`src/rtl/nco_quad.sv`:
```
// Quadrature NCO: phase accumulator with runtime FTW, phase offset and wrap pulse,
// feeding a quarter-wave ROM through a 3-stage pipeline (phase, ROM read, sign).
module nco_quad #(
  parameter int ACC_W  = 24,
  parameter int LUT_AW = 8,
  parameter int OUT_W  = 8
) (
  input  logic               clk,
  input  logic               rst_n,
  input  logic               en,
  input  logic [ACC_W-1:0]   ftw,
  input  logic               ftw_load,
  input  logic [ACC_W-1:0]   phase_off,
  input  logic               sync_clr,
  output logic [OUT_W-1:0]   sine,
  output logic [OUT_W-1:0]   cosine,
  output logic               out_valid,
  output logic               wrap
);

  localparam int IDX_W = LUT_AW - 2;
  localparam int DEPTH = 1 << IDX_W;
  localparam int MAG_W = OUT_W - 1;

  // Taylor series keeps ROM generation to plain real arithmetic; x stays within [0, pi/2].
  function automatic real sin_taylor(input real x);
    real term;
    real sum;
    term = x;
    sum  = x;
    for (int n = 1; n <= 10; n++) begin
      term = -term * x * x / (real'(2 * n) * real'(2 * n + 1));
      sum  = sum + term;
    end
    return sum;
  endfunction

  function automatic logic [MAG_W-1:0] rom_entry(input int k);
    real x;
    real v;
    x = 1.5707963267948966 * (real'(k) + 0.5) / real'(DEPTH);
    v = real'((1 << MAG_W) - 1) * sin_taylor(x);
    return MAG_W'($rtoi(v + 0.5));
  endfunction

  logic [MAG_W-1:0] rom [DEPTH];

  for (genvar k = 0; k < DEPTH; k++) begin : g_rom
    localparam logic [MAG_W-1:0] QK = rom_entry(k);
    assign rom[k] = QK;
  end

  // Accumulator and stage 1
  logic [ACC_W-1:0]  acc;
  logic [ACC_W-1:0]  ftw_act;
  logic [ACC_W:0]    step_sum;
  logic [ACC_W-1:0]  phase;
  logic              s1_valid;
  logic [LUT_AW-1:0] s1_a;

  assign step_sum = {1'b0, acc} + {1'b0, ftw_act};
  assign phase    = acc + phase_off;

  // NOTE: sequential state uses non-blocking assignments so every register samples pre-edge values.
  always_ff @(posedge clk or negedge rst_n) begin
    if (!rst_n) begin
      acc      <= '0;
      ftw_act  <= '0;
      wrap     <= 1'b0;
      s1_valid <= 1'b0;
    end else begin
      if (ftw_load) ftw_act <= ftw;
      wrap     <= 1'b0;
      s1_valid <= en;
      if (sync_clr) begin
        acc <= '0;
      end else if (en) begin
        acc  <= step_sum[ACC_W-1:0];
        wrap <= step_sum[ACC_W];
      end
    end
  end

  // NOTE: datapath registers carry no reset; the valid bits alone decide whether their contents matter.
  always_ff @(posedge clk) begin
    if (en) s1_a <= LUT_AW'(phase >> (ACC_W - LUT_AW));
  end

  // Stage 2: quadrant mirroring and ROM read for both outputs
  logic [1:0]       q_sin;
  logic [1:0]       q_cos;
  logic [IDX_W-1:0] idx;
  logic [IDX_W-1:0] sin_idx;
  logic [IDX_W-1:0] cos_idx;
  logic             s2_valid;
  logic [MAG_W-1:0] s2_sin_mag;
  logic [MAG_W-1:0] s2_cos_mag;
  logic             s2_sin_neg;
  logic             s2_cos_neg;

  assign q_sin   = s1_a[LUT_AW-1 -: 2];
  assign q_cos   = q_sin + 2'd1;
  assign idx     = s1_a[IDX_W-1:0];
  assign sin_idx = q_sin[0] ? ~idx : idx;
  assign cos_idx = q_cos[0] ? ~idx : idx;

  always_ff @(posedge clk or negedge rst_n) begin
    if (!rst_n) s2_valid <= 1'b0;
    else        s2_valid <= s1_valid;
  end

  always_ff @(posedge clk) begin
    if (s1_valid) begin
      s2_sin_mag <= rom[sin_idx];
      s2_cos_mag <= rom[cos_idx];
      s2_sin_neg <= q_sin[1];
      s2_cos_neg <= q_cos[1];
    end
  end

  // Stage 3: sign application; outputs hold between samples
  logic [OUT_W-1:0] sin_ext;
  logic [OUT_W-1:0] cos_ext;

  assign sin_ext = {1'b0, s2_sin_mag};
  assign cos_ext = {1'b0, s2_cos_mag};

  always_ff @(posedge clk or negedge rst_n) begin
    if (!rst_n) begin
      sine      <= '0;
      cosine    <= '0;
      out_valid <= 1'b0;
    end else begin
      out_valid <= s2_valid;
      if (s2_valid) begin
        sine   <= s2_sin_neg ? -sin_ext : sin_ext;
        cosine <= s2_cos_neg ? -cos_ext : cos_ext;
      end
    end
  end

endmodule

```
`config.mk`:
```
export PLATFORM = sky130hd
export DESIGN_NAME = nco_quad
export DESIGN_NICKNAME = d
export VERILOG_FILES = /design/src/rtl/nco_quad.sv
export SDC_FILE = /design/constraint.sdc
export NUM_CORES = 1
export LEC_CHECK = 0
export BUFFER_PORTS_ARGS = -buffer_cell sky130_fd_sc_hd__buf_2
export CAP_MARGIN = 20
export CORE_MARGIN = 2
export CORE_UTILIZATION = 36
export CTS_CLUSTER_SIZE = 8
export DETAILED_ROUTE_END_ITERATION = 8
export GPL_TIMING_DRIVEN = 0
export PLACE_DENSITY = 0.63
export SKIP_CTS_REPAIR_TIMING = 1
export SLEW_MARGIN = 5
export SYNTH_ARGS = -nofsm -noshare
export SYNTH_HDL_FRONTEND = slang
export SYNTH_SLANG_ARGS = --single-unit
```
`constraint.sdc`:
```
create_clock -name clk -period 2.8 [get_ports clk]
set_input_delay 0.14 -clock clk [delete_from_list [all_inputs] [get_ports clk]]
set_output_delay 0.14 -clock clk [all_outputs]
set_load 0.02 [all_outputs]
```
==> results summary <==
The number of hold violations in the final report is 0. The total number of vias is between 5000 and 6000. The clock latency on the worst-skew pair came out at around 0.36 ns. The starting density of the core came out at ~36%. The sequential element share of the synthesized area came out at 35.8%. From bottom edge to top edge, the die measures approximately 140 um. The required arrival time at the worst endpoint is ~3 ns. The filler cells instantiated in the layout total around 1900.

A synthesized cell averages ~9.4 sq um. The leakage power total is about 3.4 nW. The peak clock frequency supported by timing is between 300 and 400 MHz. The clock skew is between 0.01 and 0.015 ns. The cell count after synthesis came out at 719.

The H-tree depth came out at 3. After synthesis, the largest family of logic cells by area is compound AO/OA/AOI/OAI gates. The overall overflow remaining after global route came out at 0.

The tree built by TritonCTS fans out to 92 sinks. The number of I/O port buffers came out at 68. The share of synthesized flip-flops with an asynchronous set or reset came out at around three quarters. Setup repair after global routing left no endpoint under its margin. Power spread over the standard cell area amounts to 973 mW/mm^2. The library cell used most frequently in the layout, excluding fill and tap cells, is sky130_fd_sc_hd__buf_2.

The compound-cell area share of the yosys netlist is 23.0%. The power share of the clock group is 16.9%. Sorting the synthesized cells by area gives the leading types as sky130_fd_sc_hd__dfrtp_1 25%, sky130_fd_sc_hd__ha_1 12%, sky130_fd_sc_hd__edfxtp_1 11%, sky130_fd_sc_hd__a21oi_1 4.8%, sky130_fd_sc_hd__mux2_2 4.3%. The number of nets with antenna violations after detailed routing is 0. The global-route usage over all layers came out at between 10% and 20%. The multi-input gate area in the final layout came out at 0.00407 sq mm.

The count of routing violations after the opening detailed-route iteration came out at roughly 470. Buffers inserted during clock tree synthesis total 9. The number of enable-type register cells in the synthesized netlist is 24. The max-cap check violation count came out at 0. The endpoint type of the worst setup path is a flip-flop. The fraction of power consumed by combinational cells is between 50% and 60%. The pin count of the biggest net entering global routing came out at 64.

The area of all sequential standard cells is ~0.0024 sq mm. Among all flip-flop cells after synthesis, the most frequent one is sky130_fd_sc_hd__dfrtp_1. The flow ran to the end, and the final reports show no timing, DRC or antenna violations.

Dividing the detail-routed wire length by the instance count gives between 15 and 20 um. The top cell types in the final layout, fill and taps aside, are 71 x sky130_fd_sc_hd__buf_2, 68 x sky130_fd_sc_hd__dfrtp_1, 64 x sky130_fd_sc_hd__nand2_1, 64 x sky130_fd_sc_hd__ha_1, 63 x sky130_fd_sc_hd__a21oi_1. In this run the tightest slew margin relative to its limit is between 20 and 30%. In this run, flip-flops and latches consume 28.4% of the power. The initial antenna violation count is 3. Setup violations remaining at the end of the flow were counted as 0. The synthesized netlist devotes around an eighth of its cell area to simple gates. 71 I/O pins were placed. The synthesized-area fraction occupied by adder cells came out at between 10% and 20%. The classification of the worst-slack hold path is input port to flip-flop. The average via count per standard cell is between 5 and 6. The floorplan row count is 50. The data arrival time of the critical path is 2.94 ns.

For this run, the detailed router's first-pass iteration total came to 5. The overall power consumption is between 7 and 8 mW. The net count of the mapped netlist came out at about 840. The switching fraction of total power came out at 45.0%. The biggest area contributor in the post-synthesis netlist is sky130_fd_sc_hd__dfrtp_1.

The TritonCTS clock tree is done. The power dissipated by switching net loads is around 3.4 mW. The post-layout net count came out at a little over 900. The wire length of the first global-routing pass is 29200 um. The synthesized design devotes to its leading area cell type roughly a quarter of total area.

The floorplan step defined a die boundary enclosing roughly 0.02 sq mm. The fraction of layout cells with a size suffix above 1 is about 18%. The yosys synthesis warning count is 0. The pin slew with the least headroom to its limit is 1.10 ns. The total core area is ~0.019 sq mm.

The mux contribution to synthesized area is around 5.8%. Dividing the final minimum period by the clock period gives a little over nine tenths. The tree is rooted in a sky130_fd_sc_hd__clkbuf_16. The sort of element at the start of the critical path is a flip-flop. The post-synthesis register bit count is 92. The clock-pin transition on the worst setup and hold timing paths came out at roughly 0.08 ns. Synthesis instantiated between 70 and 80 different standard cells from the library. The maximum net fanout on the critical path is 5. The final weighted congestion in routability-driven placement came out at between 0.8 and 0.9.

The deepest clock path buffer count is 2. The via count of the first global-routing pass came out at 5551. The minimum period implied by the final worst setup slack came out at about 2.7 ns. The overall die width is 141 um. The synthesis-to-finish area growth is 14.9%. The worst IR drop on VDD came out at around 380 uV.

The post-synthesis xor/xnor area fraction is roughly 5.6%. Hold timing on the final database bottoms out at a slack of approximately 0.005 ns. The placed wire-length estimate is ~14000 um. The area of the mapped netlist came out at between 0.006 and 0.007 sq mm. The overall routed net length came out at around 18000 um. The critical path is of the flip-flop to flip-flop type.

The residual DRC count came out at 0. The total internal power is 4.16 mW. The max-slew violation count came out at 0.
-- through the flow --
| step | worst slack, ns | std cells | setup TNS, ns | cell area (sq um) | utilization [%] |
|---|---|---|---|---|---|
| 6_report | 0.113 | 1042 | 0 | 7780 | 41.9 |
| 5_1_grt | 0.00184 | 1040 | 0 | 7780 | 41.9 |
| 4_1_cts | -0.524 | 1038 | -3.01 | 7730 | 41.6 |
| 3_5_place_dp | -0.512 | 1022 | -2.83 | 7430 | 40.0 |
| 3_3_place_gp | -0.598 | 1021 | -3.94 | 7400 | 39.9 |
| 2_1_floorplan | 0.216 | 719 | 0 | 6770 | - |
-- cells by family (layout without fill, tap and decap cells) --
family | count (synthesis) | count (layout)
compound gates | 234 | 234
xor+xnor | 43 | 43
fa+ha+maj | 65 | 65
buf+inv | 55 | 142
flops | 92 | 92
mux | 36 | 36
other cells | 0 | 2
simple gates | 194 | 194
-- cells in the mapped netlist (all sizes together), types with 5 or more instances --
master	n
nor2	62
a21o	16
and3	6
or4	5
mux2	26
mux2i	10
xnor2	20
ha	64
edfxtp	24
o211ai	10
a221o	6
nor3	14
o31ai	5
a211oi	16
dfrtp	68
inv	17
nand2	64
nand3	15
o21ai	51
a31oi	12
a221oi	7
buf	10
xor2	23
clkbuf	25
nand4	7
o311ai	5
a21oi	65
-- power groups by stage --
stage | clock (mW) | sequential [mW] | combinational, mW
CTS | 1.30 | 2.16 | 4.06
finish | 1.28 | 2.15 | 4.15
global placement | 0 | 2.17 | 4.03
detailed placement | 0 | 2.18 | 4.03
floorplan | 0 | 2.23 | 2.90
global route | 1.35 | 2.20 | 4.59
-- worst max-delay path, stage by stage, from the launching register on --
cell                       delay (ns)
sky130_fd_sc_hd__dfrtp_1         0.40
sky130_fd_sc_hd__ha_1            0.25
sky130_fd_sc_hd__fa_1            0.41
sky130_fd_sc_hd__a21o_2          0.24
sky130_fd_sc_hd__a31o_2          0.26
sky130_fd_sc_hd__a221o_2         0.46
sky130_fd_sc_hd__a21boi_4        0.22
sky130_fd_sc_hd__nor4b_1         0.07
sky130_fd_sc_hd__a211o_1         0.28
-- final cells by class --
cell class / count / share of cell area (%)
sequential: 92 / 31.1
inverter: 18 / 0.868
antenna: 2 / 0.0643
multi-input combinational: 572 / 52.3
clock buffer: 10 / 2.94
clock inverter: 6 / 0.917
timing repair buffer: 71 / 4.98
buffer: 37 / 2.99
tap: 234 / 3.76
-- routing by layer --
metal,vias to the layer above,routed length (um),global-route usage (%)
li1,2867,-,-
met1,2774,8240,24.9
met2,213,8220,29.8
met3,40,955,3.46
met4,2,501,6.53
met5,-,11,0
-- final timing paths --
| kind | startpoint | to | slack, ns | cells after the start |
|---|---|---|---|---|
| setup / recovery | acc[0] | acc[14] | 0.11 | 8 |
| hold / removal | ftw[16] | ftw_act[16] | 0.005 | 2 |
| setup reg to reg | acc[0] | acc[14] | 0.11 | 8 |
| hold reg to reg | s2_valid | out_valid | 0.44 | 0 |
| max in group asynchronous | rst_n | ftw_act[17] | 2.13 | 3 |
| min in group asynchronous | rst_n | sine[2] | 0.14 | 2 |
-- sequential cells by signal, indices dropped and copies added (netlist names), 7 cells and up --
name        count
acc            24
cosine          8
ftw_act        24
s1_a            8
s2_cos_mag      7
s2_sin_mag      7
sine            8
No activity file was read; power rests on OpenSTA's default activity.
